<file path="src/rtl/pending_pe_pkg.sv">
// rtl/pending_pe_pkg.sv - shared constants and helpers for pending_priority_encoder
// Macro PENDING_PE_ROUND_ROBIN_EN selects rotating priority in the top.
package pending_pe_pkg;

  localparam int DEFAULT_N = 8;

  typedef enum logic {
    PRIO_FIXED = 1'b0,
    PRIO_RR    = 1'b1
  } prio_mode_e;

  function automatic int clog2(input int value);
    int result;
    result = 0;
    while ((1 << result) < value) result++;
    return result;
  endfunction

endpackage

</file>
<file path="src/rtl/prio_pick.sv">
// rtl/prio_pick.sv - combinational highest-set-bit finder, searching down from start
// and wrapping from 0 to N-1.
module prio_pick
  import pending_pe_pkg::*;
#(
  parameter  int N     = DEFAULT_N,
  localparam int IDX_W = clog2(N)
) (
  input  logic [N-1:0]     vec,
  input  logic [IDX_W-1:0] start,
  output logic [IDX_W-1:0] idx,
  output logic             any
);

  // Walk from the farthest offset to the nearest so the bit closest to start wins.
  always_comb begin
    int pos;
    pos = 0;
    idx = '0;
    any = 1'b0;
    for (int off = N - 1; off >= 0; off--) begin
      pos = int'(start) - off;
      if (pos < 0) pos = pos + N;
      if (vec[pos[IDX_W-1:0]]) begin
        idx = IDX_W'(pos);
        any = 1'b1;
      end
    end
  end

endmodule

</file>
<file path="src/rtl/pending_priority_encoder.sv">
// rtl/pending_priority_encoder.sv - sticky request capture with valid/ready index output
// Macro PENDING_PE_ROUND_ROBIN_EN enables the rotating-priority pointer.
module pending_priority_encoder
  import pending_pe_pkg::*;
#(
  parameter  int N     = DEFAULT_N,
  localparam int IDX_W = clog2(N)
) (
  input  logic             clk,
  input  logic             rst_n,
  input  logic             en,
  input  logic [N-1:0]     req,
  input  logic             out_ready,
  output logic [IDX_W-1:0] out_idx,
  output logic             out_valid,
  output logic [N-1:0]     pending,
  output logic             dropped
);

  logic [N-1:0]     pending_q, pending_d;
  logic             valid_q, valid_d;
  logic [IDX_W-1:0] idx_q, idx_d;
  logic             dropped_q, dropped_d;

  logic             accept;
  logic [N-1:0]     served;
  logic [N-1:0]     cand;
  logic [IDX_W-1:0] start;
  logic [IDX_W-1:0] pick_idx;
  logic             pick_any;

`ifdef PENDING_PE_ROUND_ROBIN_EN
  logic [IDX_W-1:0] ptr_q, ptr_d;

  // The search begins just below the index being accepted this cycle.
  always_comb begin
    ptr_d = ptr_q;
    if (accept) ptr_d = (idx_q == '0) ? IDX_W'(N - 1) : idx_q - IDX_W'(1);
  end

  assign start = ptr_d;

  always_ff @(posedge clk or negedge rst_n) begin
    if (!rst_n) ptr_q <= IDX_W'(N - 1);
    else        ptr_q <= ptr_d;
  end
`else
  assign start = IDX_W'(N - 1);
`endif

  prio_pick #(.N(N)) u_pick (
    .vec   (cand),
    .start (start),
    .idx   (pick_idx),
    .any   (pick_any)
  );

  always_comb begin
    accept = valid_q & out_ready;
    served = '0;
    if (accept) served[idx_q] = 1'b1;
    cand      = pending_q & ~served;
    pending_d = cand | (req & {N{en}});
    dropped_d = en & (|(req & pending_q & ~served));
    valid_d   = valid_q;
    idx_d     = idx_q;
    // A held grant keeps its bit out of cand, so it can never be issued twice.
    if (!valid_q || out_ready) begin
      if (en && pick_any) begin
        valid_d = 1'b1;
        idx_d   = pick_idx;
      end else begin
        valid_d = 1'b0;
      end
    end
  end

  always_ff @(posedge clk or negedge rst_n) begin
    if (!rst_n) begin
      pending_q <= '0;
      valid_q   <= 1'b0;
      idx_q     <= '0;
      dropped_q <= 1'b0;
    end else begin
      pending_q <= pending_d;
      valid_q   <= valid_d;
      idx_q     <= idx_d;
      dropped_q <= dropped_d;
    end
  end

  assign pending   = pending_q;
  assign out_valid = valid_q;
  assign out_idx   = idx_q;
  assign dropped   = dropped_q;

endmodule

</file>
<file path="config.mk">
export PLATFORM = sky130hd
export DESIGN_NAME = pending_priority_encoder
export DESIGN_NICKNAME = d
export VERILOG_FILES = /design/src/rtl/pending_pe_pkg.sv /design/src/rtl/prio_pick.sv /design/src/rtl/pending_priority_encoder.sv
export SDC_FILE = /design/constraint.sdc
export NUM_CORES = 1
export LEC_CHECK = 0
export ABC_AREA = 1
export BUFFER_PORTS_ARGS = -buffer_cell sky130_fd_sc_hd__buf_4
export CAP_MARGIN = 20
export CELL_PAD_IN_SITES_DETAIL_PLACEMENT = 0
export CELL_PAD_IN_SITES_GLOBAL_PLACEMENT = 2
export CORE_MARGIN = 2
export CORE_UTILIZATION = 26
export CTS_CLUSTER_DIAMETER = 60
export DETAILED_ROUTE_END_ITERATION = 6
export PLACE_DENSITY = 0.87
export SYNTH_ARGS = -nofsm -noshare
export SYNTH_HDL_FRONTEND = slang
export SYNTH_SLANG_ARGS = --single-unit
</file>
<file path="constraint.sdc">
create_clock -name clk -period 1.4 [get_ports clk]
set_input_delay 0.14 -clock clk [delete_from_list [all_inputs] [get_ports clk]]
set_output_delay 0.14 -clock clk [all_outputs]
set_load 0.005 [all_outputs]
</file>
After elaboration in Yosys (flattened, before gate mapping)
Cells that the tools add are included.
{"block": "totals", "elab_cells": 39, "out_inout_bits": 13, "register_bits": 13}
{"block": "op_classes", "bitwise_logic": 8, "n_lt_le_gt_ge": 2, "n_reduce_logical": 6, "n_mux": 19}
{"cell": "bitwise AND 8 bit", "count": 4}
{"cell": "2-to-1 mux 3 bit", "count": 4}
{"cell": "2-to-1 mux 1 bit", "count": 11}
{"cell": "2-to-1 mux 8 bit", "count": 1}
{"cell": "inverter 8 bit", "count": 1}
{"cell": "OR 8 bit", "count": 1}
{"cell": "OR reduction 8 bit", "count": 1}
{"cell": "< comparator 3 x 4 -> 1 bit, second input constant", "count": 1}
{"cell": "2-to-1 mux 2 bit", "count": 2}
{"cell": "demux 1 bit (select 3 bit)", "count": 1}
{"cell": ">= comparator 3 x 1 -> 1 bit, second input constant", "count": 1}
{"cell": "bitwise AND 1 bit", "count": 2}
{"cell": "logical AND 1 bit", "count": 2}
{"cell": "AND reduction 2 bit", "count": 1}
{"cell": "logical NOT 1 bit", "count": 1}
{"cell": "logical OR 1 bit", "count": 1}

Logic depth before layout (Yosys ltp)
{"block": "depth", "ltp_word": 17, "mapped_depth": 13, "mapped_depth_nobuf": 13}

Modules after synthesis
Synthesis repeated with hierarchy kept, for this count alone.
{"block": "unflattened", "hier_cells": 231, "area_unflattened_um2": 1407.6}
{"module": "pending_priority_encoder", "area_per_inst_um2": 740.7, "seq_area_each_um2": 325.3, "cells_each": 110, "instances": 1}
{"module": "prio_pick", "area_per_inst_um2": 666.9, "seq_area_each_um2": 0.0, "cells_each": 121, "instances": 1}

Worst setup path before layout
No wires, ideal clock.
{"block": "synth_timing", "kind": "flip-flop to flip-flop", "from": "register idx_q[2] (netlist: out_idx[2])", "to": "register idx_q[0] (netlist: out_idx[0])", "period_less_slack_ns": 1.348, "setup_slack_ns": 0.052, "n_path_buf": 0, "t_arrival_ns": 1.232, "path_stages_with_launch": 13, "path_cell_list": "dfrtp_1 inv_1 nand2_1 inv_1 nand2_1 nand2_2 nand2_2 nor2_1 nand2_2 nand3_4 inv_2 nand2_1 nand2_1"}
{"block": "synth_between", "elab_chain_len": 17}
{"element": "start, declared", "line_no": "pending_priority_encoder.sv:22", "source": "logic [IDX_W-1:0] idx_q, idx_d;"}
{"element": "start signal, assigned", "line_no": "pending_priority_encoder.sv:87", "source": "idx_q <= idx_d;"}
{"element": "< comparator 3 x 4 -> 1 bit (not written as such) or >= comparator 3 x 1 -> 1 bit (tied branches)", "line_no": "pending_priority_encoder.sv:61", "source": "if (accept) served[idx_q] = 1'b1;"}
{"element": "logical AND 1 bit (not written as such)", "line_no": "pending_priority_encoder.sv:61"}
{"element": "2-to-1 mux 1 bit (not written as such)", "line_no": "pending_priority_encoder.sv:61"}
{"element": "demux 1 bit (select 3 bit) (*)", "line_no": "pending_priority_encoder.sv:61"}
{"element": "2-to-1 mux 8 bit (*)", "line_no": "pending_priority_encoder.sv:61"}
{"element": "inverter 8 bit (*)", "line_no": "pending_priority_encoder.sv:62", "source": "cand = pending_q & ~served;"}
{"element": "bitwise AND 8 bit (*)", "line_no": "pending_priority_encoder.sv:62"}
{"element": "2-to-1 mux 1 bit (8 in a row)", "line_no": "prio_pick.sv:24", "source": "if (vec[pos[IDX_W-1:0]]) begin"}
{"element": "logical AND 1 bit", "line_no": "pending_priority_encoder.sv:69", "source": "if (en && pick_any) begin"}
{"element": "AND reduction 2 bit (no source line)"}
Every way passes the cells marked *; elsewhere a longest branch is shown, timed or not.
A chain may end at the register's enable or synchronous reset.

Worst setup path in the final report
{"block": "layout_timing", "from": "register idx_q[0] (netlist: out_idx[0])", "to": "register idx_q[0] (netlist: out_idx[0])"}
The elaborated chain is that of the path after synthesis.

==> results_dict.tcl <==
set metrics [dict create \
    combinationalPowerShare_pct 38.8 \
    finClkSkew_ns 0.00428 \
    netlist_area_um2 722 \
    die_h_um 56.7 \
    grt_pass1_vias 729 \
    grt.met2_usage_pct 20.1 \
    final_area_um2 1150 \
    wl_per_cell_um 11.9 \
    fin_util_pct 42.9 \
    drc_errors 0 \
    cts.sinks 13 \
    max_cap_viol_count 0 \
    core-area_um2 2690 \
    rows 19 \
    gp_congestion 0.861 \
    power_switching_mw 0.415 \
    rsz0062_at_grt "yes" \
    vias 759 \
    syn_inst 91 \
    slew_viol_final 0 \
    fin_ws_ns -0.00235 \
    fillerInstances 293 \
    period_needed_ns 1.40 \
    cts.clk_slew.worst_paths_ns 0.09 \
    hpwl_mm 1.46 \
    cts-root-buf "clkbuf_4" \
    port_buffers 24 \
    cpPeakStageDelay_ns 0.43 \
    whs_ns 0.0635 \
    final_layout_size_suffix_gt1_share_pct 52.9 \
    synth_cell_type_count 16 \
    min_path_type "in2reg" \
    seq_area_frac_synth_pct 45.1 \
    dp.cells 159 \
    endpoint_kind "register" \
    drtAntennaViolNets 0 \
    worstPathCellList "nand3_4 -> o21ai_4 -> nand2_2 -> nor2_4 -> nand2_2 -> nand3_4 -> inv_2 -> nand2_1 -> nand2_1" \
    crit_fanout 7 \
    cts-htree-levels 1 \
    numCtsBuffers 3 \
    dr.first_iter.drc_count 17 \
    wl_mm 1.99 \
    area_growth_pct 59.6 \
    p_int_mw 0.787 \
    worst_pin_slew_ns 0.245 \
    violations "setup timing" \
    grt_pass1_wl_mm 3.24 \
    dr.pass1.iters 4 \
    clkPwrFrac_pct 20.5 \
    whs_path_depth 3 \
    ys_ff_latch 13 \
    outcome "finished with violations" \
    antennaDiodeCount 0 \
    clk_latency_ns 0.28 \
    grt_start_max_net_pins 14 \
    slew_headroom_pct 83.6 \
    ios 25 \
    cts_tree "yes" \
    met3_usage_pct 4.38 \
    crit_type "reg2reg" \
    seqPwrFrac_pct 40.7 \
    dp_slack_ns -0.0246 \
    syn_nets 103 \
    overflow 0 \
    hold_viol 0 \
    worst_ir_drop_vdd_uv 518 \
    crit_slowest_cell "dfrtp_2" \
    finalCritPeriodShare_pct 100 \
    setup-violations-final 1 \
    leakagePower_nw 0.556 \
    start_kind "register" \
    initial_core_util_pct 26.9 \
    stdcell_count 167 \
    fp.dieArea_um2 3210 \
    power_density_nw_per_um2 1040 \
    ys.warnings.count 0 \
    use_met1_pct 17.3 \
    antenna_found_initial 0 \
    swShare_pct 34.5 \
    required_ns 1.59 \
    die_x_um 56.7 \
    vias_per_cell 4.54 \
    clock.fmax_mhz 713 \
    grt.busiest_layer "met2" \
    cp.arrival_ns 1.59 \
    nNetsFinal 149 \
    r2r_cells 9 \
    syn_avg_cell_area_um2 7.93 \
    place_area_um2 1040 \
    cts_max_path_buffers 2 \
    grt_usage_pct 13.3 \
]
-- cells in the mapped netlist --
| master | number | area share [%] |
|---|---|---|
| nand3_1 | 2 | 1.4 |
| nor2_2 | 1 | 0.87 |
| o21ai_0 | 9 | 6.2 |
| a21oi_1 | 1 | 0.69 |
| o22ai_1 | 3 | 2.6 |
| inv_2 | 1 | 0.52 |
| o21ai_1 | 3 | 2.1 |
| nand2_1 | 24 | 12 |
| o21ai_2 | 2 | 2.4 |
| a31oi_1 | 1 | 0.87 |
| dfrtp_1 | 13 | 45 |
| o21ai_4 | 2 | 4.5 |
| nand2_2 | 4 | 3.5 |
| nor2_1 | 8 | 4.2 |
| nand3_4 | 2 | 4.9 |
| inv_1 | 15 | 7.8 |
-- registers in the layout, indices dropped and copies added, names as in the netlist --
register and cells:
dropped 1, out_idx 3, out_valid 1, pending 8
-- cell usage in the layout (no fill, tap or decap), types with 3 or more instances in the layout --
cell and n:
o21ai_0 9, o21ai_4 3, dfrtp_1 10, clkbuf_4 3, nand2_2 10, nor2_1 6, buf_4 40, dfrtp_2 3
nand2_1 18, o21ai_2 3, inv_2 3, inv_1 13
-- critical path: cells and delay by family, from the launching register on --
family          cells  cell delay [ns]
compound gates      1             0.20
buf+inv             1             0.03
flops               1             0.43
simple gates        7             0.62
-- worst paths after layout --
path	to	slack (ns)	startpoint
worst max-delay path	out_idx[0]$_DFFE_PN0P_	-0.002	out_idx[0]$_DFFE_PN0P_
worst max register to register	out_idx[0]$_DFFE_PN0P_	-0.002	out_idx[0]$_DFFE_PN0P_
worst min-delay path	pending[2]$_DFF_PN0_	0.06	req[2]
worst min register to register	pending[2]$_DFF_PN0_	0.56	pending[2]$_DFF_PN0_
min in group asynchronous	pending[1]$_DFF_PN0_	0.23	rst_n
max in group asynchronous	out_idx[1]$_DFFE_PN0P_	0.98	rst_n
-- metal layers --
metal	vias to the layer above	wire length (um)
met2	18	961
met5	-	0
met3	5	99
li1	382	-
met4	0	29
met1	354	898
-- through the flow --
stage                TNS, ns  power, mW
global placement     -0.0182      0.895
finish              -0.00235       1.20
floorplan                  0      0.658
global route          -0.393       1.29
detailed placement   -0.0246      0.897
CTS                 -0.00731       1.16
-- power by group through the flow --
stage / clock, mW / sequential, mW / combinational [mW]
after floorplan: 0 / 0.487 / 0.172
final: 0.246 / 0.489 / 0.466
after CTS: 0.247 / 0.482 / 0.432
after detailed placement: 0 / 0.486 / 0.412
after global placement: 0 / 0.486 / 0.409
after global routing: 0.272 / 0.497 / 0.517
-- repair_timing --
action	in CTS	in global routing
setup buffers	1	2
hold endpoints to repair	13	0
hold buffers	1	0
gates resized for setup	5	14
pin swaps	0	16
setup endpoints to repair	3	5
gates cloned	0	0
-- kinds of logic after synthesis --
group	Yosys count	synth area share (%)
AOI/OAI and AO/OA	21	19.4
and+or+nand+nor	41	27.2
buffers and inverters	16	8.32
DFF	13	45.1
-- area by class of cell --
cell class | count | area [um^2] | share of cell area [%]
sequential | 13 | 329 | 28.6
tap | 31 | 38.8 | 3.37
multi-input combinational | 62 | 388 | 33.7
inverter | 16 | 60.1 | 5.21
timing repair buffer | 41 | 310 | 26.9
clock buffer | 4 | 26.3 | 2.28
Note: power is estimated with default switching activity, not from simulation.
